File: src/rtl/keypad_emu_4x4.sv
// keypad_emu_4x4
//
// Plays the keyboard side of a 4x4 matrix keypad for a keypad scanner.
// A host queues 8-bit key codes. Each code is one-hot row in [7:4], with bit 7
// being row 0, and one-hot column in [3:0], with bit 3 being column 0.
// Each queued key is "pressed" by pulling its column low while the scanner
// strobes its row. The press lasts for HOLD_SCANS full scanner sweeps. The key
// is then released for GAP_SCANS sweeps before the next key is taken.
//
// Ports
//   i_clk        clock; all state changes on the rising edge
//   i_rst_n      asynchronous active-low reset
//   i_row[3:0]   scanner row strobes, active-low, one row low at a time
//   o_col[3:0]   column lines back to the scanner, active-low, registered
//   i_key_valid  host offers i_key_code this cycle
//   i_key_code   key code, row nibble [7:4], column nibble [3:0]
//   o_key_ready  queue not full; push = i_key_valid & o_key_ready
//   o_busy       FSM not idle or queue not empty
//   o_err        one-cycle pulse after a pushed code is rejected as malformed
//
// Build option
//   KEYPAD_EMU_SYNC_EN  when defined, i_row passes through a two-flop
//                       synchronizer, giving 3 clk of row-to-col latency.
//                       Otherwise i_row is registered once, giving 2 clk of
//                       latency; that build suits a scanner that runs on i_clk.
module keypad_emu_4x4 #(
  parameter int HOLD_SCANS = 8,
  parameter int GAP_SCANS  = 4,
  parameter int FIFO_DEPTH = 4
) (
  input  logic       i_clk,
  input  logic       i_rst_n,
  input  logic [3:0] i_row,
  output logic [3:0] o_col,
  input  logic       i_key_valid,
  input  logic [7:0] i_key_code,
  output logic       o_key_ready,
  output logic       o_busy,
  output logic       o_err
);

  localparam int          AW       = $clog2(FIFO_DEPTH);
  localparam logic [1:0]  ST_IDLE    = 2'd0;
  localparam logic [1:0]  ST_PRESS   = 2'd1;
  localparam logic [1:0]  ST_RELEASE = 2'd2;
  localparam logic [7:0]  HOLD_CNT = 8'(HOLD_SCANS);
  localparam logic [7:0]  GAP_CNT  = 8'(GAP_SCANS);
  localparam logic [AW:0] PTR_ONE  = (AW + 1)'(1);

  // Row sampling.
  logic [3:0] r_row_sync;
`ifdef KEYPAD_EMU_SYNC_EN
  logic [3:0] r_row_meta;
  always_ff @(posedge i_clk or negedge i_rst_n) begin
    if (!i_rst_n) begin
      r_row_meta <= 4'b1111;
      r_row_sync <= 4'b1111;
    end else begin
      r_row_meta <= i_row;
      r_row_sync <= r_row_meta;
    end
  end
`else
  always_ff @(posedge i_clk or negedge i_rst_n) begin
    if (!i_rst_n) r_row_sync <= 4'b1111;
    else          r_row_sync <= i_row;
  end
`endif

  // A sweep starts when the sampled row enters the row-0 strobe.
  logic [3:0] r_row_prev;
  logic       w_sweep;
  always_ff @(posedge i_clk or negedge i_rst_n) begin
    if (!i_rst_n) r_row_prev <= 4'b1111;
    else          r_row_prev <= r_row_sync;
  end
  assign w_sweep = (r_row_sync == 4'b1110) && (r_row_prev != 4'b1110);

  // Key queue. Pointers carry one extra wrap bit to tell full from empty.
  logic [7:0]  r_mem [FIFO_DEPTH];
  logic [AW:0] r_wr_ptr, r_rd_ptr;
  logic        w_empty, w_full, w_code_ok, w_push_try, w_push, w_pop;
  logic [1:0]  r_state, w_state_next;
  logic [7:0]  r_cnt, w_cnt_next;
  logic [7:0]  r_cur_code, w_cur_next;

  assign w_empty    = (r_wr_ptr == r_rd_ptr);
  assign w_full     = (r_wr_ptr[AW] != r_rd_ptr[AW]) &&
                      (r_wr_ptr[AW-1:0] == r_rd_ptr[AW-1:0]);
  assign w_code_ok  = $onehot(i_key_code[7:4]) && $onehot(i_key_code[3:0]);
  assign w_push_try = i_key_valid && !w_full;
  assign w_push     = w_push_try && w_code_ok;
  assign w_pop      = (r_state == ST_IDLE) && !w_empty;

  always_ff @(posedge i_clk) begin
    if (w_push) r_mem[r_wr_ptr[AW-1:0]] <= i_key_code;
  end

  always_ff @(posedge i_clk or negedge i_rst_n) begin
    if (!i_rst_n) begin
      r_wr_ptr <= '0;
      r_rd_ptr <= '0;
    end else begin
      if (w_push) r_wr_ptr <= r_wr_ptr + PTR_ONE;
      if (w_pop)  r_rd_ptr <= r_rd_ptr + PTR_ONE;
    end
  end

  // The pop can land mid-sweep. In PRESS the first sweep start only closes
  // that partial sweep, so the counter must already sit at HOLD_CNT when a
  // sweep starts to end the press. RELEASE is always entered on a sweep start,
  // so it ends as the counter reaches GAP_CNT.
  always_comb begin
    w_state_next = r_state;
    w_cnt_next   = r_cnt;
    w_cur_next   = r_cur_code;
    case (r_state)
      ST_IDLE: begin
        if (w_pop) begin
          w_cur_next   = r_mem[r_rd_ptr[AW-1:0]];
          w_cnt_next   = 8'd0;
          w_state_next = ST_PRESS;
        end
      end
      ST_PRESS: begin
        if (w_sweep) begin
          if (r_cnt == HOLD_CNT) begin
            w_cnt_next   = 8'd0;
            w_state_next = ST_RELEASE;
          end else begin
            w_cnt_next = r_cnt + 8'd1;
          end
        end
      end
      ST_RELEASE: begin
        if (w_sweep) begin
          if (r_cnt + 8'd1 == GAP_CNT) begin
            w_cnt_next   = 8'd0;
            w_state_next = ST_IDLE;
          end else begin
            w_cnt_next = r_cnt + 8'd1;
          end
        end
      end
      default: w_state_next = ST_IDLE;
    endcase
  end

  // Code nibbles put index 0 in the MSB, while pins put index 0 in bit 0, so
  // both nibbles are reversed onto the pins. Queued codes are one-hot, so the
  // strobe is always a single-low pattern and never matches a malformed row.
  // The col register uses the next state, so a press starts in the cycle
  // after the pop and stops on the sweep start that ends it.
  logic [3:0] w_strobe, w_col_drive, r_col;
  assign w_strobe    = ~{w_cur_next[4], w_cur_next[5], w_cur_next[6], w_cur_next[7]};
  assign w_col_drive = ~{w_cur_next[0], w_cur_next[1], w_cur_next[2], w_cur_next[3]};

  always_ff @(posedge i_clk or negedge i_rst_n) begin
    if (!i_rst_n) begin
      r_state    <= ST_IDLE;
      r_cnt      <= 8'd0;
      r_cur_code <= 8'd0;
      r_col      <= 4'b1111;
      o_err      <= 1'b0;
    end else begin
      r_state    <= w_state_next;
      r_cnt      <= w_cnt_next;
      r_cur_code <= w_cur_next;
      r_col      <= ((w_state_next == ST_PRESS) && (r_row_sync == w_strobe)) ?
                    w_col_drive : 4'b1111;
      o_err      <= w_push_try && !w_code_ok;
    end
  end

  assign o_col       = r_col;
  assign o_key_ready = !w_full;
  assign o_busy      = (r_state != ST_IDLE) || !w_empty;

endmodule

File: config.mk
export PLATFORM = sky130hd
export DESIGN_NAME = keypad_emu_4x4
export DESIGN_NICKNAME = d
export VERILOG_FILES = /design/src/rtl/keypad_emu_4x4.sv
export SDC_FILE = /design/constraint.sdc
export NUM_CORES = 1
export LEC_CHECK = 0
export BUFFER_PORTS_ARGS = -buffer_cell sky130_fd_sc_hd__buf_2
export CORE_ASPECT_RATIO = 1.1
export CORE_MARGIN = 2
export CORE_UTILIZATION = 60
export CTS_BUF_LIST = sky130_fd_sc_hd__clkbuf_4
export CTS_CLUSTER_DIAMETER = 50
export DETAILED_ROUTE_END_ITERATION = 12
export GPL_TIMING_DRIVEN = 0
export PLACE_DENSITY = 0.79
export SLEW_MARGIN = 0
export SYNTH_ARGS = -nofsm -noshare
export SYNTH_HDL_FRONTEND = slang
export SYNTH_SLANG_ARGS = --single-unit
File: constraint.sdc
create_clock -name i_clk -period 2.7 [get_ports i_clk]
set_input_delay 0.27 -clock i_clk [delete_from_list [all_inputs] [get_ports i_clk]]
set_output_delay 0.27 -clock i_clk [all_outputs]
set_load 0.02 [all_outputs]
Word-level counts from Yosys, hierarchy flattened

Memories as Yosys holds them, arrays and structs flattened.
Cells that the tools add are included.

Add/subtract/negate cells: 9
Multiply operators: 0
Div/mod/pow operators: 0
Magnitude comparators: 0
Equality and inequality tests: 16
Shift operators: 0
Muxes and demuxes: 17
Bitwise operators: 2
Reductions and logical operators: 16

Operators with widths:

| kind                                                                   | number |
|---|---|
| 8-bit 2-to-1 mux                                                       | 7 |
| 8-bit case mux with 3 select lines                                     | 1 |
| 2-bit 2-to-1 mux                                                       | 5 |
| 1-bit by 1-bit adder with 2-bit output                                 | 4 |
| 8-bit by 1-bit adder with 8-bit output (second input constant)         | 1 |
| 8-bit by 3-bit equality test with 1-bit output (second input constant) | 1 |
| 8-bit by 4-bit equality test with 1-bit output (second input constant) | 1 |
| 1-bit logical AND                                                      | 8 |
| 4-bit NOT                                                              | 2 |
| 2-bit by 2-bit adder with 3-bit output                                 | 2 |
| 3-bit by 1-bit adder with 3-bit output (second input constant)         | 2 |
| 3-bit by 1-bit equality test with 1-bit output (second input constant) | 2 |
| 2-bit inequality test (second input constant)                          | 3 |
| 2-bit case mux with 3 select lines                                     | 1 |
| 2-bit by 1-bit equality test with 1-bit output (second input constant) | 2 |
| 4-bit equality test                                                    | 1 |
| 4-bit equality test (second input constant)                            | 1 |
| 4-bit 2-to-1 mux                                                       | 1 |
| 4-bit inequality test (second input constant)                          | 1 |
| 4-bit AND reduction                                                    | 1 |
| 3-bit equality test                                                    | 1 |
| 1-bit logical NOT                                                      | 3 |
| 3-bit nonzero test                                                     | 1 |
| 2-bit equality test                                                    | 1 |
| 6 further kinds                                                        | 7 |

Register bits after elaboration: 37
Bits in latches: 0
RAM bits: 32
Memory bits (read-only): 0
Output and inout bits: 7
Memories: 1

Memory list:

| name  | depth | width | read ports | clocked after Yosys merged registers in | wr ports | line | source |
|---|---|---|---|---|---|---|---|
| r_mem | 4     | 8     | 1          | 0                                       | 1        | 80   | `logic [7:0] r_mem [FIFO_DEPTH];` |

Depth between registers and ports, before layout

Depth after elaboration: 9
Mapped depth: 10
Gate-level depth less buffers: 10

Worst setup path after synthesis

Ideal clock, no wire load.

Kind: input port to flip-flop
Start: input port i_key_code[4]
End: memory r_mem[3][0] (enable)
Setup time: 339 ps
Arrival: 2254 ps
Slack: 107 ps
Cell stages on the path: 9
Cell sequence: inv_1 fa_1 inv_1 ha_1 ha_1 nor4_1 nand3_1 nor2_1 and2_1

Word-level cells in the longest chain between the ends: 7

Ends and longest elaborated chain:

| element                                                      | line | source |
|---|---|---|
| from (decl)                                                  | 36   | `input logic [7:0] i_key_code,` |
| 1-bit by 1-bit adder with 2-bit output (not written as such) | 90   | `assign w_code_ok = $onehot(i_key_code[7:4]) && $onehot(i_key_code[3:0]);` |
| 2-bit by 2-bit adder with 3-bit output (not written as such) | 90   |  |
| 3-bit by 1-bit equality test with 1-bit output               | 90   |  |
| 1-bit logical AND                                            | 90   |  |
| 1-bit logical AND                                            | 92   | `assign w_push = w_push_try && w_code_ok;` |
| 1-bit 2-to-1 mux                                             | 96   | `if (w_push) r_mem[r_wr_ptr[AW-1:0]] <= i_key_code;` |
| 1-bit 2-to-1 mux (not written as such)                       | 96   |  |
| to (decl)                                                    | 80   |  |

Every way passes these cells.

Final worst setup path

Start: input port i_key_code[4]
End: memory r_mem[3][7] (enable)

The elaborated chain is that of the path after synthesis.

==> flow_metrics.py <==
metrics = {
    "outcome": {
        "status": "complete, no violations",
    },
    "logic_synthesis": {
        "synth_top_area_share_pct": 30.31,
        "ys_seq_area_share_pct": 59.98,
        "synthFlopType": "edfxtp_1",
        "synth_edf_count": 32,
        "syn_avg_cell_area_um2": 14.54,
        "postSynth.asyncResetShare_pct": 53.62,
        "syn_area_mm2": 0.003171,
        "synth_warnings": 0,
        "ys_seq_elements": 69,
        "synth_nets": 251,
        "ys_types": 48,
        "synth.area.top_cells": "edfxtp_1 (30%), dfrtp_1 (20%), dfstp_2 (9.9%)",
        "netlist_top_cells_count": "edfxtp_1 (32), dfrtp_1 (25), inv_1 (21)",
        "yosysTopAreaCell": "edfxtp_1",
        "synth.most_common_cell": "edfxtp_1",
        "synthesis.instances": 218,
    },
    "sta": {
        "hold_viol_final": 0,
        "fin_ws_ps": 251.9,
        "fmax_mhz": 408.5,
        "skew_ps": 22.28,
        "setup_viol": 0,
        "rsz0062_at_grt": "false",
        "final_max_slew_viol_count": 0,
        "min_period_over_period_pct": 90.67,
        "period_needed_ps": 2448,
        "worst_pin_slew_ps": 811.6,
        "whs_ps": 97.17,
        "maxSlewHeadroom_pct": 45.89,
    },
    "finish": {
        "antenna_cells": 0,
        "syn2layout_area_growth_pct": 12.43,
        "drive_above_1_share_pct": 33.08,
        "fin_util_pct": 70.35,
        "final_nets": 288,
        "fillCellCount": 358,
    },
    "worst_setup_path": {
        "cpMaxStageDelayCell": "fa_1",
        "crit_chain": "buf_2 -> inv_1 -> fa_1 -> inv_1 -> ha_1 -> ha_1 -> nor4_1 -> nand3_1 -> nor2_2 -> and2_2",
        "cp_max_fo": 9,
        "r2r_slack_ps": 410,
        "critPathKind": "input port to flip-flop",
        "worstSetupStartpointType": "input port",
        "slowest_delay_ps": 530,
        "critPathRequiredTime_ps": 2780,
        "cp-end-kind": "flip-flop",
        "arrival_ps": 2530,
    },
    "clocking": {
        "clock_latency_ps": 410,
        "clock-sinks": 69,
        "cts_made_buffers": 9,
        "htreeDepth": 3,
        "clockBufferDepth": 2,
        "clk_pin_slew_ps": 100,
        "cts_tree": "built",
        "cts-root-buf": "clkbuf_4",
    },
    "power": {
        "powerDensity_mw_per_mm2": 952.0,
        "ir_drop_mv": 0.7427,
        "total_power_mw": 3.394,
        "p_leak_nw": 1.458,
    },
    "detailed_routing": {
        "vias": 1778,
        "wl_mm": 5.253,
        "ant_nets": 0,
        "vias_per_cell": 5.591,
        "drc": 0,
        "drt-initial-drc-count": 44,
        "routedWlPerCell_um": 16.52,
        "drtPass1Iterations": 4,
    },
    "global_routing": {
        "track_usage_pct": 20.76,
        "antenna_found_initial": 0,
        "first_global_vias": 1870,
        "grt_remaining_overflow": 0,
        "grt_max_degree": 38,
        "grt_first_pass_wirelength_mm": 8.769,
    },
    "floorplanning": {
        "core_mm2": 0.005067,
        "start_util_pct": 62.57,
        "rows": 27,
        "ios": 22,
        "die_area_mm2": 0.005882,
        "die_h_um": 80.24,
        "chipWidth_um": 73.31,
    },
    "placement": {
        "place.gp.congestion": 0.7712,
        "place_ws_ps": -433.9,
        "io_buffers": 21,
        "dp_hpwl_mm": 3.701,
    },
    "run": {
        "maxCapViolCount": 0,
    },
    "hold_path": {
        "hold_path_class": "input port to flip-flop",
    },
}
[metal layers]
metal	share of wire, %	GRT usage [%]	vias up
met4	1.0	7.636	0
li1	-	-	863
met5	0	0	-
met1	42	24.02	878
met3	2.9	5.646	7
met2	54	36.58	30
[sequential cells by signal, indices dropped and copies added (netlist names), 2 cells and up]
signal,count
o_col,4
r_cnt,8
r_cur_code,8
r_mem,32
r_rd_ptr,3
r_row_prev,4
r_row_sync,4
r_state,2
r_wr_ptr,3
[worst max-delay path, delay by kind of cell]
family / cells / cell delay, ps
and+or+nand+nor: 4 / 1050
adders and majority gates: 3 / 970
buffers and inverters: 3 / 230
[cell usage in the layout, fill, tap and decap left out, types with 5 or more instances in the layout]
cell type / instances
a21oi_1: 5
buf_2: 21
clkbuf_4: 11
dfrtp_1: 25
dfstp_2: 12
dlygate4sd3_1: 5
edfxtp_1: 32
ha_1: 16
inv_1: 21
mux2_2: 7
mux4_2: 8
nand2_1: 11
nand3_1: 8
nor2_1: 7
nor3_1: 5
o21ai_0: 6
[logic make-up after synthesis]
group	count (synthesis)	synth area share, %
DFF	69	59.98
AOI/OAI and AO/OA	26	6.236
muxes	17	9.116
and+or+nand+nor	54	9.629
adders and majority gates	18	7.577
buffers and inverters	25	3.907
xor gates and xnor gates	9	3.552
[where the power goes]
| group | leakage [nW] | internal [mW] | total [mW] | switching, mW |
|---|---|---|---|---|
| Sequential | 0.726 | 1.28 | 1.39 | 0.110 |
| Clock | 0.0845 | 0.393 | 0.738 | 0.346 |
| Combinational | 0.648 | 0.602 | 1.27 | 0.668 |
| Total | 1.46 | 2.27 | 3.39 | 1.12 |
[what timing repair did]
| item | in CTS | in global routing |
|---|---|---|
| setup buffers | 0 | 0 |
| endpoints found under the setup margin | 8 | 32 |
| gates cloned | 0 | 0 |
| resized for setup | 1 | 4 |
| hold endpoints to repair | 29 | 0 |
| hold buffers | 5 | 0 |
[area by class of cell]
cell class | instances | area (um^2) | share of cell area (%)
flip-flops and latches | 69 | 1902 | 53.35
multi-input cells | 124 | 1152 | 32.33
repair buffers | 26 | 155.1 | 4.352
clock buffers | 11 | 82.58 | 2.317
inverters | 21 | 78.83 | 2.211
clock inverters | 5 | 76.32 | 2.141
well taps | 58 | 72.57 | 2.036
plain buffers | 4 | 45.04 | 1.264
[worst paths after layout]
kind,startpoint,end,depth (start not counted)
worst max-delay path,i_key_code[4],r_mem[3][7],10
worst min-delay path,i_key_code[5],r_mem[1][5],1
worst max register to register,r_cnt[0],r_cnt[5],6
worst min register to register,r_row_sync[2],r_row_prev[2],0
max in group asynchronous,i_rst_n,r_rd_ptr[0],2
min in group asynchronous,i_rst_n,r_cnt[2],2
[metrics by stage]
step / TNS [ps] / cell area [um^2] / instances
finish: 0 / 3565 / 318
detailed placement: -12810 / 3348 / 297
global route: 0 / 3565 / 318
floorplan: 0 / 3171 / 218
global placement: -11330 / 3348 / 297
CTS: 0 / 3558 / 318
(Power assumes the default switching activity.)
